`config.mk`:
```
export PLATFORM = sky130hd
export DESIGN_NAME = muldiv_unit
export DESIGN_NICKNAME = d
export VERILOG_FILES = /design/src/rtl/muldiv_unit.sv
export SDC_FILE = /design/constraint.sdc
export NUM_CORES = 1
export LEC_CHECK = 0
export CORE_MARGIN = 10
export CORE_UTILIZATION = 35
export DETAILED_ROUTE_END_ITERATION = 8
export PLACE_DENSITY = 0.59
export SYNTH_ARGS = -nofsm -noshare
export SYNTH_HDL_FRONTEND = slang
export SYNTH_SLANG_ARGS = --single-unit
```
`constraint.sdc`:
```
create_clock -name clk -period 5.5 [get_ports clk]
set_clock_uncertainty 0.1 [all_clocks]
set_input_delay 0.55 -clock clk [delete_from_list [all_inputs] [get_ports clk]]
set_output_delay 0.55 -clock clk [all_outputs]
set_load 0.05 [all_outputs]
```
`src/rtl/muldiv_unit.sv`:
```
// muldiv_unit: iterative multiply/divide unit for MULT, MULTU, DIV and DIVU.
// It holds the architectural HI/LO registers and supports MTHI/MTLO writes.
// Each operation runs 32 single-bit iterations (shift-add or restoring
// shift-subtract), then one sign-fix/commit cycle. HI/LO are written only
// in that commit cycle.
// Optional feature: define MULDIV_ABORT_EN to add an abort input that
// cancels an in-flight operation without touching HI/LO.
module muldiv_unit #(
    parameter int XLEN = 32
) (
    input  logic            clk,
    input  logic            rst,
    input  logic            start,
    input  logic [1:0]      op,
    input  logic [XLEN-1:0] a,
    input  logic [XLEN-1:0] b,
    input  logic            mthi,
    input  logic            mtlo,
`ifdef MULDIV_ABORT_EN
    input  logic            abort,
`endif
    output logic            busy,
    output logic            done,
    output logic [XLEN-1:0] hi,
    output logic [XLEN-1:0] lo
);

    localparam int CW = $clog2(XLEN);

    typedef enum logic [1:0] {
        S_IDLE = 2'd0,
        S_RUN  = 2'd1,
        S_FIX  = 2'd2
    } state_t;

    state_t              state_reg, state_next;
    logic [CW-1:0]       count_reg, count_next;
    logic [2*XLEN-1:0]   acc_reg, acc_next;
    logic [XLEN-1:0]     mag_a_reg, mag_a_next;
    logic [XLEN-1:0]     mag_b_reg, mag_b_next;
    logic                is_div_reg, is_div_next;
    logic                neg_res_reg, neg_res_next;
    logic                neg_rem_reg, neg_rem_next;
    logic                div_zero_reg, div_zero_next;
    logic [XLEN-1:0]     hi_reg, hi_next;
    logic [XLEN-1:0]     lo_reg, lo_next;
    logic                done_reg, done_next;

    // Operand decode at issue: op[0]=0 selects the signed variants.
    logic            signed_op;
    logic [XLEN-1:0] abs_a, abs_b;

    // Datapath for one iteration of either algorithm.
    logic [XLEN:0]     mul_sum;
    logic [2*XLEN-1:0] mul_step;
    logic [XLEN:0]     div_rem_sh;
    logic [XLEN-1:0]   div_sub;
    logic              div_ok;
    logic [2*XLEN-1:0] div_step;

    // Sign-corrected results for the commit cycle.
    logic [2*XLEN-1:0] prod_fix;
    logic [XLEN-1:0]   quot_fix, rem_fix, dividend_orig;

    // Operand magnitudes and the per-iteration step values.
    always_comb begin
        signed_op = ~op[0];
        abs_a     = (signed_op && a[XLEN-1]) ? -a : a;
        abs_b     = (signed_op && b[XLEN-1]) ? -b : b;

        // Multiply: acc = {partial product, remaining multiplier bits}.
        mul_sum  = {1'b0, acc_reg[2*XLEN-1:XLEN]} +
                   {1'b0, (acc_reg[0] ? mag_a_reg : {XLEN{1'b0}})};
        mul_step = {mul_sum, acc_reg[XLEN-1:1]};

        // Divide: acc = {partial remainder, dividend bits / quotient bits}.
        // The remainder is always < divisor, so the shifted value needs
        // one extra bit and the difference fits back into XLEN bits.
        div_rem_sh = acc_reg[2*XLEN-1:XLEN-1];
        div_ok     = (div_rem_sh >= {1'b0, mag_b_reg});
        div_sub    = div_rem_sh[XLEN-1:0] - mag_b_reg;
        div_step   = {(div_ok ? div_sub : div_rem_sh[XLEN-1:0]),
                      acc_reg[XLEN-2:0], div_ok};

        // Negating a zero product yields zero, so no separate zero test.
        prod_fix      = neg_res_reg ? -acc_reg : acc_reg;
        quot_fix      = neg_res_reg ? -acc_reg[XLEN-1:0] : acc_reg[XLEN-1:0];
        rem_fix       = neg_rem_reg ? -acc_reg[2*XLEN-1:XLEN] : acc_reg[2*XLEN-1:XLEN];
        dividend_orig = neg_rem_reg ? -mag_a_reg : mag_a_reg;
    end

    // Next-state and datapath control for the IDLE/RUN/FIX sequencer.
    always_comb begin
        state_next    = state_reg;
        count_next    = count_reg;
        acc_next      = acc_reg;
        mag_a_next    = mag_a_reg;
        mag_b_next    = mag_b_reg;
        is_div_next   = is_div_reg;
        neg_res_next  = neg_res_reg;
        neg_rem_next  = neg_rem_reg;
        div_zero_next = div_zero_reg;
        hi_next       = hi_reg;
        lo_next       = lo_reg;
        done_next     = 1'b0;

        case (state_reg)
            S_IDLE: begin
                if (start) begin
                    // start wins over a same-cycle mthi/mtlo.
                    is_div_next   = op[1];
                    mag_a_next    = abs_a;
                    mag_b_next    = abs_b;
                    neg_res_next  = signed_op & (a[XLEN-1] ^ b[XLEN-1]);
                    neg_rem_next  = signed_op & a[XLEN-1];
                    div_zero_next = (b == {XLEN{1'b0}});
                    acc_next      = op[1] ? {{XLEN{1'b0}}, abs_a}
                                          : {{XLEN{1'b0}}, abs_b};
                    count_next    = '0;
                    state_next    = S_RUN;
                end else begin
                    if (mthi) hi_next = a;
                    if (mtlo) lo_next = a;
                end
            end
            S_RUN: begin
                acc_next = is_div_reg ? div_step : mul_step;
                if (count_reg == CW'(XLEN - 1)) begin
                    state_next = S_FIX;
                end else begin
                    count_next = count_reg + 1'b1;
                end
            end
            S_FIX: begin
                if (!is_div_reg) begin
                    hi_next = prod_fix[2*XLEN-1:XLEN];
                    lo_next = prod_fix[XLEN-1:0];
                end else if (div_zero_reg) begin
                    // Divide by zero: all-ones quotient, dividend kept in HI.
                    hi_next = dividend_orig;
                    lo_next = {XLEN{1'b1}};
                end else begin
                    hi_next = rem_fix;
                    lo_next = quot_fix;
                end
                done_next  = 1'b1;
                state_next = S_IDLE;
            end
            default: begin
                state_next = S_IDLE;
            end
        endcase

`ifdef MULDIV_ABORT_EN
        // Abort cancels any in-flight op, including the commit cycle.
        if (abort && (state_reg != S_IDLE)) begin
            state_next = S_IDLE;
            hi_next    = hi_reg;
            lo_next    = lo_reg;
            done_next  = 1'b0;
        end
`endif
    end

    // State and datapath registers with synchronous reset.
    always_ff @(posedge clk) begin
        if (rst) begin
            state_reg    <= S_IDLE;
            count_reg    <= '0;
            acc_reg      <= '0;
            mag_a_reg    <= '0;
            mag_b_reg    <= '0;
            is_div_reg   <= 1'b0;
            neg_res_reg  <= 1'b0;
            neg_rem_reg  <= 1'b0;
            div_zero_reg <= 1'b0;
            hi_reg       <= '0;
            lo_reg       <= '0;
            done_reg     <= 1'b0;
        end else begin
            state_reg    <= state_next;
            count_reg    <= count_next;
            acc_reg      <= acc_next;
            mag_a_reg    <= mag_a_next;
            mag_b_reg    <= mag_b_next;
            is_div_reg   <= is_div_next;
            neg_res_reg  <= neg_res_next;
            neg_rem_reg  <= neg_rem_next;
            div_zero_reg <= div_zero_next;
            hi_reg       <= hi_next;
            lo_reg       <= lo_next;
            done_reg     <= done_next;
        end
    end

    assign busy = (state_reg != S_IDLE);
    assign done = done_reg;
    assign hi   = hi_reg;
    assign lo   = lo_reg;

endmodule

```
==> impl_metrics.tcl, run 1 <==
set metrics [dict create \
    grt_max_degree 94 \
    worst_path_dominant_cell_family "compound AO/OA/AOI/OAI gates" \
    synth_largest_type_area_fraction_pct 24.1 \
    drv_slew 0 \
    synth_sequential_area_ratio_pct 24.1 \
    die_area_um2 57600 \
    setup-tns-final_ns 0 \
    gp_congestion 0.945 \
    vias 17900 \
    synth_enable_flop_cells 0 \
    synth_nets 2429 \
    clock_tree.root_cell "clkbuf_16" \
    post_synth_arst_share_pct 0 \
    postSynthRegisterBits 204 \
    timing_worst_setup_path_type "flop to flop" \
    worstSkewPairLatency_ns 0.58 \
    power.switching_fraction_pct 36.6 \
    share_comb_of_total_power_pct 28.7 \
    reg2reg_slack_ns 1.56 \
    cts_tree "done" \
    ant_nets 0 \
    tightestPinTransition_ns 1.04 \
    time_the_final_worst_path_needs_with_i_o_delays_and_setup_ns 3.94 \
    worst_path_largest_cell_delay_ns 0.58 \
    first_pass_iters 6 \
    totalWireLength_um 72700 \
    primary_ff_master_synth "dfxtp_1" \
    initial_core_util_pct 35.4 \
    total_leakage_power_nw 7.06 \
    postCtsHoldBufs 0 \
    synthesis.area_um2 16900 \
    grt_first_pass_wirelength_um 107000 \
    worstReg2RegEnd "acc_reg[63]" \
    holdCritPathClass "input pin to flop" \
    first_iter_violations 1979 \
    dieWidth_um 240 \
    report.final.setup_viol 0 \
    initial_antenna_violation_count 1 \
    coreArea_um2 47800 \
    synth_top_family_by_area "compound AO/OA/AOI/OAI gates" \
    synth.area.mux_share_pct 2.93 \
    synth-xor-area-share_pct 10.2 \
    hold-path-endpoint "hi[27]" \
    finalHoldViolCount 0 \
    netlist.top_cell.by_area "dfxtp_1" \
    r2r_cells 13 \
    min_delay_path_depth 2 \
    boundaryPins 137 \
    required_ns 5.87 \
    grt_overflow_total 0 \
    largest_register_ffs 64 \
    postLayoutSetupSlackWorst_ns 1.56 \
    hold_path_startpoint "rst" \
    internal-power_mw 3.05 \
    pwr_density_cell_nw_per_um2 248 \
    pre_cts_ws_ns 1.43 \
    synth_top_cells_by_area "dfxtp_1, xnor2_1, a21oi_1, a211oi_1, ha_1" \
    rr_startpoint "acc_reg[0]" \
    syn_inst 2285 \
    synth_compound_area_share_pct 30.4 \
    run_status "finished clean" \
    grt_pass1_vias 16900 \
    routedWlPerCell_um 24.9 \
    post_synthesis_adder_cell_area_fraction_pct 5.48 \
    power.clock.fraction_pct 35.0 \
    area_growth_from_synthesis_to_layout_pct 14.5 \
    h-tree-depth 1 \
    rsz_0062_raised_after_global_routing "no" \
    synth.yosys.warnings 0 \
    finalCritPeriodShare_pct 71.7 \
    grt_use_total_pct 24.2 \
    worst_setup_path_start_kind "flop" \
    net-switching-power_mw 1.77 \
    synth_cell_types 82 \
    simple_gate_fraction_of_synth_area_pct 21.0 \
    syn_area_per_cell_um2 7.41 \
    timing.critical_path.cells "buf_4, nand2_1, fa_1, nor2b_1, o2111ai_1, a2111oi_0, buf_4, o21ai_0, a31oi_1, a221o_1, a41o_1, a2111oi_0, nor4_1" \
    postCtsSetupRepairBufs 0 \
    place.detailed.hpwl_um 56200 \
    cap_viol_max_count 0 \
    critical_path.endpoint_type "flop" \
    layout-drive-gt1-share_pct 4.82 \
    final_nets 2434 \
    die_height_um 240 \
    worst-path-max-fanout 34 \
    post-route-drc-count 0 \
    antenna_cells_inserted 0 \
    core.rowCount 80 \
    clock_sink_count 204 \
    fmax_mhz 254 \
    placement.io_buffers 136 \
    avgViaCountPerCell 6.14 \
    cts-buffers-inserted 24 \
    clk_transition_reported_paths_ns 0.07 \
    hold_slack_ns 0.321 \
    cp.buffers_inverters 2 \
    clock_path_buffers 3 \
    crit_slowest_cell "a2111oi_0" \
    critical_path_arrival_ns 4.31 \
    ctsResizeCount 0 \
    slew-limit-headroom_pct 30.7 \
    power.sequential.fraction_pct 36.3 \
    ir_worst_vdd_mv 0.210 \
]
cells in the mapped netlist, types with 8 or more instances:
library cell and instances:
xnor2_1 117, o21ai_0 135, buf_1 11, a2111oi_0 11, xor2_1 80, o221ai_1 42
a21o_1 34, a221oi_1 16, nand2b_1 17, o41ai_1 20, a21oi_1 184, a22oi_1 15
nand3_1 39, nor2b_1 20, a311oi_1 15, nand3b_1 9, a211o_1 8, o22ai_1 8
ha_1 71, or3_1 34, mux2i_1 44, o21a_1 15, dfxtp_1 204, nand2_1 229
clkbuf_1 163, inv_1 73, a31oi_1 27, and2_1 35, nor4_1 12, nor2_1 203
o211ai_1 29, a211oi_1 121, o31ai_1 34, or2_2 15, and3_1 12, nand4_1 10
nor3_1 54, or4_1 22
per-layer routing:
metal,track usage (%),up-vias,share of wire (%)
li1,-,8423,-
met1,31.6,8629,42
met2,41.2,723,48
met3,2.45,140,6.7
met4,7.69,0,3.5
met5,0,-,0
power by group through the flow:
stage                     Clock, mW  Combinational (mW)  Sequential, mW
after floorplan                   0               0.866            1.76
after global placement            0                1.34            1.77
after detailed placement          0                1.36            1.77
after CTS                      1.71                1.36            1.74
after global routing           1.76                1.49            1.76
final                          1.69                1.38            1.75
cell families after synthesis:
group / Yosys count
compound gates: 767
simple gates: 737
buf+inv: 259
flops: 204
xor+xnor: 197
fa+ha+maj: 73
mux: 48
per-stage QoR:
step	std cells	utilization [%]	total power [mW]	cell area, um^2
global route	2920	40.5	5.00	19400
global placement	2879	38.8	3.12	18600
CTS	2920	40.5	4.81	19400
detailed placement	2879	38.8	3.13	18600
floorplan	2285	-	2.63	16900
finish	2920	40.5	4.82	19400
cell type report:
class | instances | area, um^2
clock buffer | 34 | 698
clock inverter | 7 | 115
fill | 4982 | 28500
inverter | 74 | 278
multi-input combinational | 1822 | 11900
sequential | 204 | 4090
tap | 615 | 769
timing repair buffer | 164 | 1570
placed cells by master (no fill, tap or decap), types with 71 or more instances in the layout:
cell type        instances
inv_1                   73
ha_1                    71
nand2_1                229
xor2_1                  80
clkdlybuf4s50_1        135
dfxtp_1                200
o21ai_0                135
a21oi_1                184
nor2_1                 200
a211oi_1               121
xnor2_1                117
worst max-delay path by stage:
| stage | start | cells past startpoint | end |
|---|---|---|---|
| 2_1_floorplan | acc_reg[0] | 15 | acc_reg[63] |
| 3_3_place_gp | a[17] | 10 | acc_reg[27] |
| 3_5_place_dp | b[3] | 10 | acc_reg[27] |
| 4_1_cts | acc_reg[0] | 13 | acc_reg[63] |
| 5_1_grt | acc_reg[0] | 13 | acc_reg[54] |
| 6_report | acc_reg[0] | 13 | acc_reg[63] |
(Power assumes the default switching activity.)
==> run 2: changes to the inputs <==
==> constraint.sdc (replaced) <==
create_clock -name clk -period 3.65 [get_ports clk]
set_clock_uncertainty 0.1 [all_clocks]
set_input_delay 0.365 -clock clk [delete_from_list [all_inputs] [get_ports clk]]
set_output_delay 0.365 -clock clk [all_outputs]
set_load 0.05 [all_outputs]
==> run 2 against run 1 <==
Compared with the run above: global-route usage increased by 2.0 points; cell area grew 7.6%; clock power up 61%; sequential share of layout area decreased by 1.5 points; worst setup slack lost 1.5 ns; hold slack lost 0.20 ns; first-iteration DRC count fell by 5.4%; flip-flop and latch count stayed put; non-clock buffer count up 168; highest routed layer unchanged.
==> impl_metrics.tcl, run 2 (same netlist as run 1, synthesis figures left out) <==
set metrics [dict create \
    reg2reg_slack_ns 0.07 \
    setup-tns-final_ns 0 \
    h-tree-depth 1 \
    finalHoldViolCount 0 \
    avgViaCountPerCell 6.08 \
    worstSkewPairLatency_ns 0.59 \
    clock_path_buffers 3 \
    critical_path_arrival_ns 3.98 \
    grt_use_total_pct 26.3 \
    finalCritPeriodShare_pct 98.2 \
    first_pass_iters 6 \
    placement.io_buffers 136 \
    fmax_mhz 279 \
    post-route-drc-count 0 \
    postLayoutSetupSlackWorst_ns 0.0654 \
    report.final.setup_viol 0 \
    vias 18800 \
    die_area_um2 57600 \
    rr_startpoint "acc_reg[23]" \
    gp_congestion 0.998 \
    most_frequent_standard_cell_in_the_layout_excluding_fill_and_tap_cells "nand2_1" \
    total_leakage_power_nw 7.98 \
    place.detailed.hpwl_um 62400 \
    totalWireLength_um 78900 \
    tightestPinTransition_ns 1.08 \
    pre_cts_ws_ns -0.0436 \
    hold_path_startpoint "rst" \
    postCtsSetupRepairBufs 0 \
    worst_setup_path_start_kind "flop" \
    place_inst 3047 \
    required_ns 4.05 \
    instances_no_fill 3095 \
    die_height_um 240 \
    r2r_cells 9 \
    routedWlPerCell_um 25.5 \
    final_nets 2604 \
    timing_worst_setup_path_type "flop to flop" \
    worstReg2RegEnd "hi[5]" \
    initial_antenna_violation_count 0 \
    area_growth_from_synthesis_to_layout_pct 23.2 \
    clock_sink_count 204 \
    initial_core_util_pct 35.4 \
    clock_tree.root_cell "clkbuf_16" \
    grt_overflow_total 0 \
    drv_slew 0 \
    critical_path.endpoint_type "flop" \
    layout_common_cells "nand2_1, nor2_1, dfxtp_1, buf_4, a21oi_1" \
    cap_viol_max_count 0 \
    core.rowCount 80 \
    hold-path-endpoint "lo[2]" \
    slew-limit-headroom_pct 27.6 \
    layout-drive-gt1-share_pct 11.8 \
    boundaryPins 137 \
    grt_max_degree 74 \
    pwr_density_cell_nw_per_um2 369 \
    dieWidth_um 240 \
    min_delay_path_depth 2 \
    run_status "finished clean" \
    ir_worst_vdd_mv 0.374 \
    postCtsHoldBufs 0 \
    cts-buffers-inserted 26 \
    cts_tree "done" \
    clk_transition_reported_paths_ns 0.06 \
    worst-path-max-fanout 12 \
    coreArea_um2 47800 \
    holdCritPathClass "input pin to flop" \
    grt_pass1_vias 18000 \
    ant_nets 0 \
    hold_slack_ns 0.122 \
    first_iter_violations 1873 \
    grt_first_pass_wirelength_um 115000 \
    largest_register_ffs 64 \
    time_the_final_worst_path_needs_with_i_o_delays_and_setup_ns 3.58 \
]
-- run 2: how the worst max path moves through the flow --
stage,depth (start not counted),end,slack [ns],start
detailed placement,15,acc_reg[63],-0.04,mag_a_reg[0]
global route,15,acc_reg[55],-0.02,mag_a_reg[0]
global placement,15,acc_reg[63],-0.07,mag_a_reg[0]
CTS,13,acc_reg[63],0.05,acc_reg[0]
floorplan,15,acc_reg[63],0.02,acc_reg[0]
finish,9,hi[5],0.07,acc_reg[23]
-- run 2: per-stage QoR --
stage | instance area [um^2] | total power, mW | utilization [%]
CTS | 20800 | 7.67 | 43.4
global route | 20900 | 7.99 | 43.6
global placement | 19900 | 4.95 | 41.6
floorplan | 16900 | 3.96 | -
detailed placement | 19900 | 4.96 | 41.6
finish | 20900 | 7.71 | 43.6
-- run 2: cell type report --
cell class	count	area [um^2]
flip-flops and latches	204	4090
fillers	4877	27000
repair buffers	332	2880
well taps	615	769
clock inverters	8	118
multi-input cells	1822	12000
clock buffers	39	769
inverters	74	278
diodes	1	2.50
-- run 2: report_power, final --
group	internal (mW)	switching, mW	total, mW
Combinational	0.924	1.53	2.45
Clock	1.60	1.12	2.72
Sequential	2.38	0.163	2.54
Total	4.90	2.81	7.71
-- run 2: what timing repair did --
| item | 4_1_cts | 5_1_grt |
|---|---|---|
| endpoints found under the setup margin | 2 | 12 |
| pin swaps | 0 | 3 |
| resized for setup | 2 | 21 |
-- run 2: per-layer routing --
layer | global-route usage [%] | vias to the layer above | wire length (um)
li1 | - | 8761 | -
met1 | 34.2 | 9024 | 33100
met2 | 42.4 | 862 | 36000
met3 | 3.89 | 181 | 5890
met4 | 11.3 | 0 | 3910
met5 | 0 | - | 0
-- run 2: worst max-delay path: stages (launching register included) --
cell and delay, ns:
dfxtp_1 0.31, or3_1 0.48, nor3_1 0.63, nand4_1 0.40, or2_2 0.52, o41ai_1 0.42
xor2_1 0.11, nand2_1 0.08, o211ai_1 0.14, a311oi_1 0.28
==> run 3: changes to the inputs <==
--- a/config.mk
+++ b/config.mk
@@ -9,6 +9,7 @@
 export CORE_UTILIZATION = 35
 export DETAILED_ROUTE_END_ITERATION = 8
 export PLACE_DENSITY = 0.59
+export SKIP_LAST_GASP = 1
 export SYNTH_ARGS = -nofsm -noshare
 export SYNTH_HDL_FRONTEND = slang
 export SYNTH_SLANG_ARGS = --single-unit
==> run 3 against run 2 <==
Compared with the run above: clock power barely moved; flip-flop and latch count did not move; worst setup slack got worse by 0.045 ns; first-iteration DRC count rose by 2.9%; fmax fell by 1.2%; critical path depth fell by 1; cell area barely moved; hold slack improved by 0.010 ns; utilization barely moved; wire length barely moved; critical endpoint is now hi[23]; largest power group unchanged.
==> impl_metrics.tcl, run 3 (same netlist as run 1, synthesis figures left out) <==
set metrics [dict create \
    run_status "finished clean" \
    clk_transition_reported_paths_ns 0.06 \
    finalCritPeriodShare_pct 99.4 \
    ant_nets 0 \
    boundaryPins 137 \
    coreArea_um2 47800 \
    final_nets 2604 \
    timing.critical_path.cells "or3_1, nor3_1, nand4_1, or2_2, o41ai_1, xnor2_1, o211ai_1, a311oi_1" \
    crit_slowest_cell "nor3_1" \
    avgViaCountPerCell 6.07 \
    placement.io_buffers 136 \
    total_leakage_power_nw 7.97 \
    required_ns 4.02 \
    clock_path_buffers 3 \
    timing_worst_setup_path_type "flop to flop" \
    grt_use_total_pct 26.3 \
    area_growth_from_synthesis_to_layout_pct 23.1 \
    die_area_um2 57600 \
    totalWireLength_um 78800 \
    most_frequent_standard_cell_in_the_layout_excluding_fill_and_tap_cells "nand2_1" \
    drv_slew 0 \
    worst-path-max-fanout 12 \
    dieWidth_um 240 \
    finalHoldViolCount 0 \
    clock_tree.root_cell "clkbuf_16" \
    first_iter_violations 1928 \
    worst_path_dominant_cell_family "simple AND/OR/NAND/NOR gates" \
    ir_worst_vdd_mv 0.373 \
    fill_cells 4877 \
    fmax_mhz 276 \
    largest_register_ffs 64 \
    layout-drive-gt1-share_pct 11.7 \
    worst_path_largest_cell_delay_ns 0.65 \
    cts_tree "done" \
    holdCritPathClass "input pin to flop" \
    critical_path_arrival_ns 4.00 \
    initial_antenna_violation_count 0 \
    worstSkewPairLatency_ns 0.59 \
    layout_common_cells "nand2_1, nor2_1, dfxtp_1, buf_4, a21oi_1" \
    rsz_0062_raised_after_global_routing "yes" \
    routedWlPerCell_um 25.5 \
    setup-tns-final_ns 0 \
    worst_setup_path_start_kind "flop" \
    initial_core_util_pct 35.4 \
    tightestPinTransition_ns 1.05 \
    final_util_pct 43.6 \
    cap_viol_max_count 0 \
    time_the_final_worst_path_needs_with_i_o_delays_and_setup_ns 3.63 \
    slew-limit-headroom_pct 30.0 \
    grt_overflow_total 0 \
    h-tree-depth 1 \
    gp_congestion 0.998 \
    grt_pass1_vias 18000 \
    clock_sink_count 204 \
    place.detailed.hpwl_um 62400 \
    cts-buffers-inserted 26 \
    critical_path.endpoint_type "flop" \
    pwr_density_cell_nw_per_um2 370 \
    cp.buffers_inverters 0 \
    report.final.setup_viol 0 \
    vias 18800 \
    post-route-drc-count 0 \
    grt_max_degree 74 \
    die_height_um 240 \
    first_pass_iters 6 \
    grt_first_pass_wirelength_um 115000 \
    core.rowCount 80 \
    p_total_mw 7.71 \
]
[run 3: cell counts in the layout (fill, tap and decap cells not counted)]
Identical to the previous run, type by type.
[run 3: layout make-up]
class | count | area [um^2] | share of cell area (%)
multi-input combinational | 1822 | 11900 | 57.3
antenna | 1 | 2.50 | 0.0120
inverter | 74 | 278 | 1.33
sequential | 204 | 4090 | 19.6
clock inverter | 8 | 118 | 0.564
timing repair buffer | 332 | 2880 | 13.8
clock buffer | 39 | 769 | 3.69
tap | 615 | 769 | 3.69
[run 3: report_power, final]
| group | total [mW] | internal [mW] | switching, mW |
|---|---|---|---|
| clock network | 2.72 | 1.60 | 1.12 |
| logic | 2.45 | 0.924 | 1.53 |
| registers | 2.54 | 2.38 | 0.162 |
[run 3: metal layers]
layer  up-vias  track usage (%)  share of wire [%]  wire length, um
li1       8768                -                  -                -
met1      9035             34.2                 42            33300
met2       816             42.4                 46            36000
met3       172             3.89                7.2             5690
met4         0             11.3                4.8             3820
met5         -                0                  0                0
[run 3: per-stage QoR]
step	area [um^2]	setup WS, ns	std cells	hold slack, ns
finish	20900	0.0205	3095	0.132
global route	20900	-0.0352	3094	0.135
floorplan	16900	0.0192	2285	0.336
CTS	20800	0.0460	3094	0.104
global placement	19900	-0.0685	3047	0.343
detailed placement	19900	-0.0436	3047	0.347
[run 3: what timing repair did]
action | in CTS | in global routing
gates resized for setup | 2 | 19
setup endpoints to repair | 2 | 12
pin swaps | 0 | 3
hold buffers | 0 | 0
setup buffers | 0 | 0
[run 3: worst paths after layout]
| check | from | to | slack [ns] | depth (start not counted) |
|---|---|---|---|---|
| hold / removal | rst | lo[2] | 0.13 | 2 |
| setup / recovery | acc_reg[23] | hi[23] | 0.02 | 8 |
| hold reg to reg | lo[31] | lo[31] | 0.35 | 2 |
| setup reg to reg | acc_reg[23] | hi[23] | 0.02 | 8 |
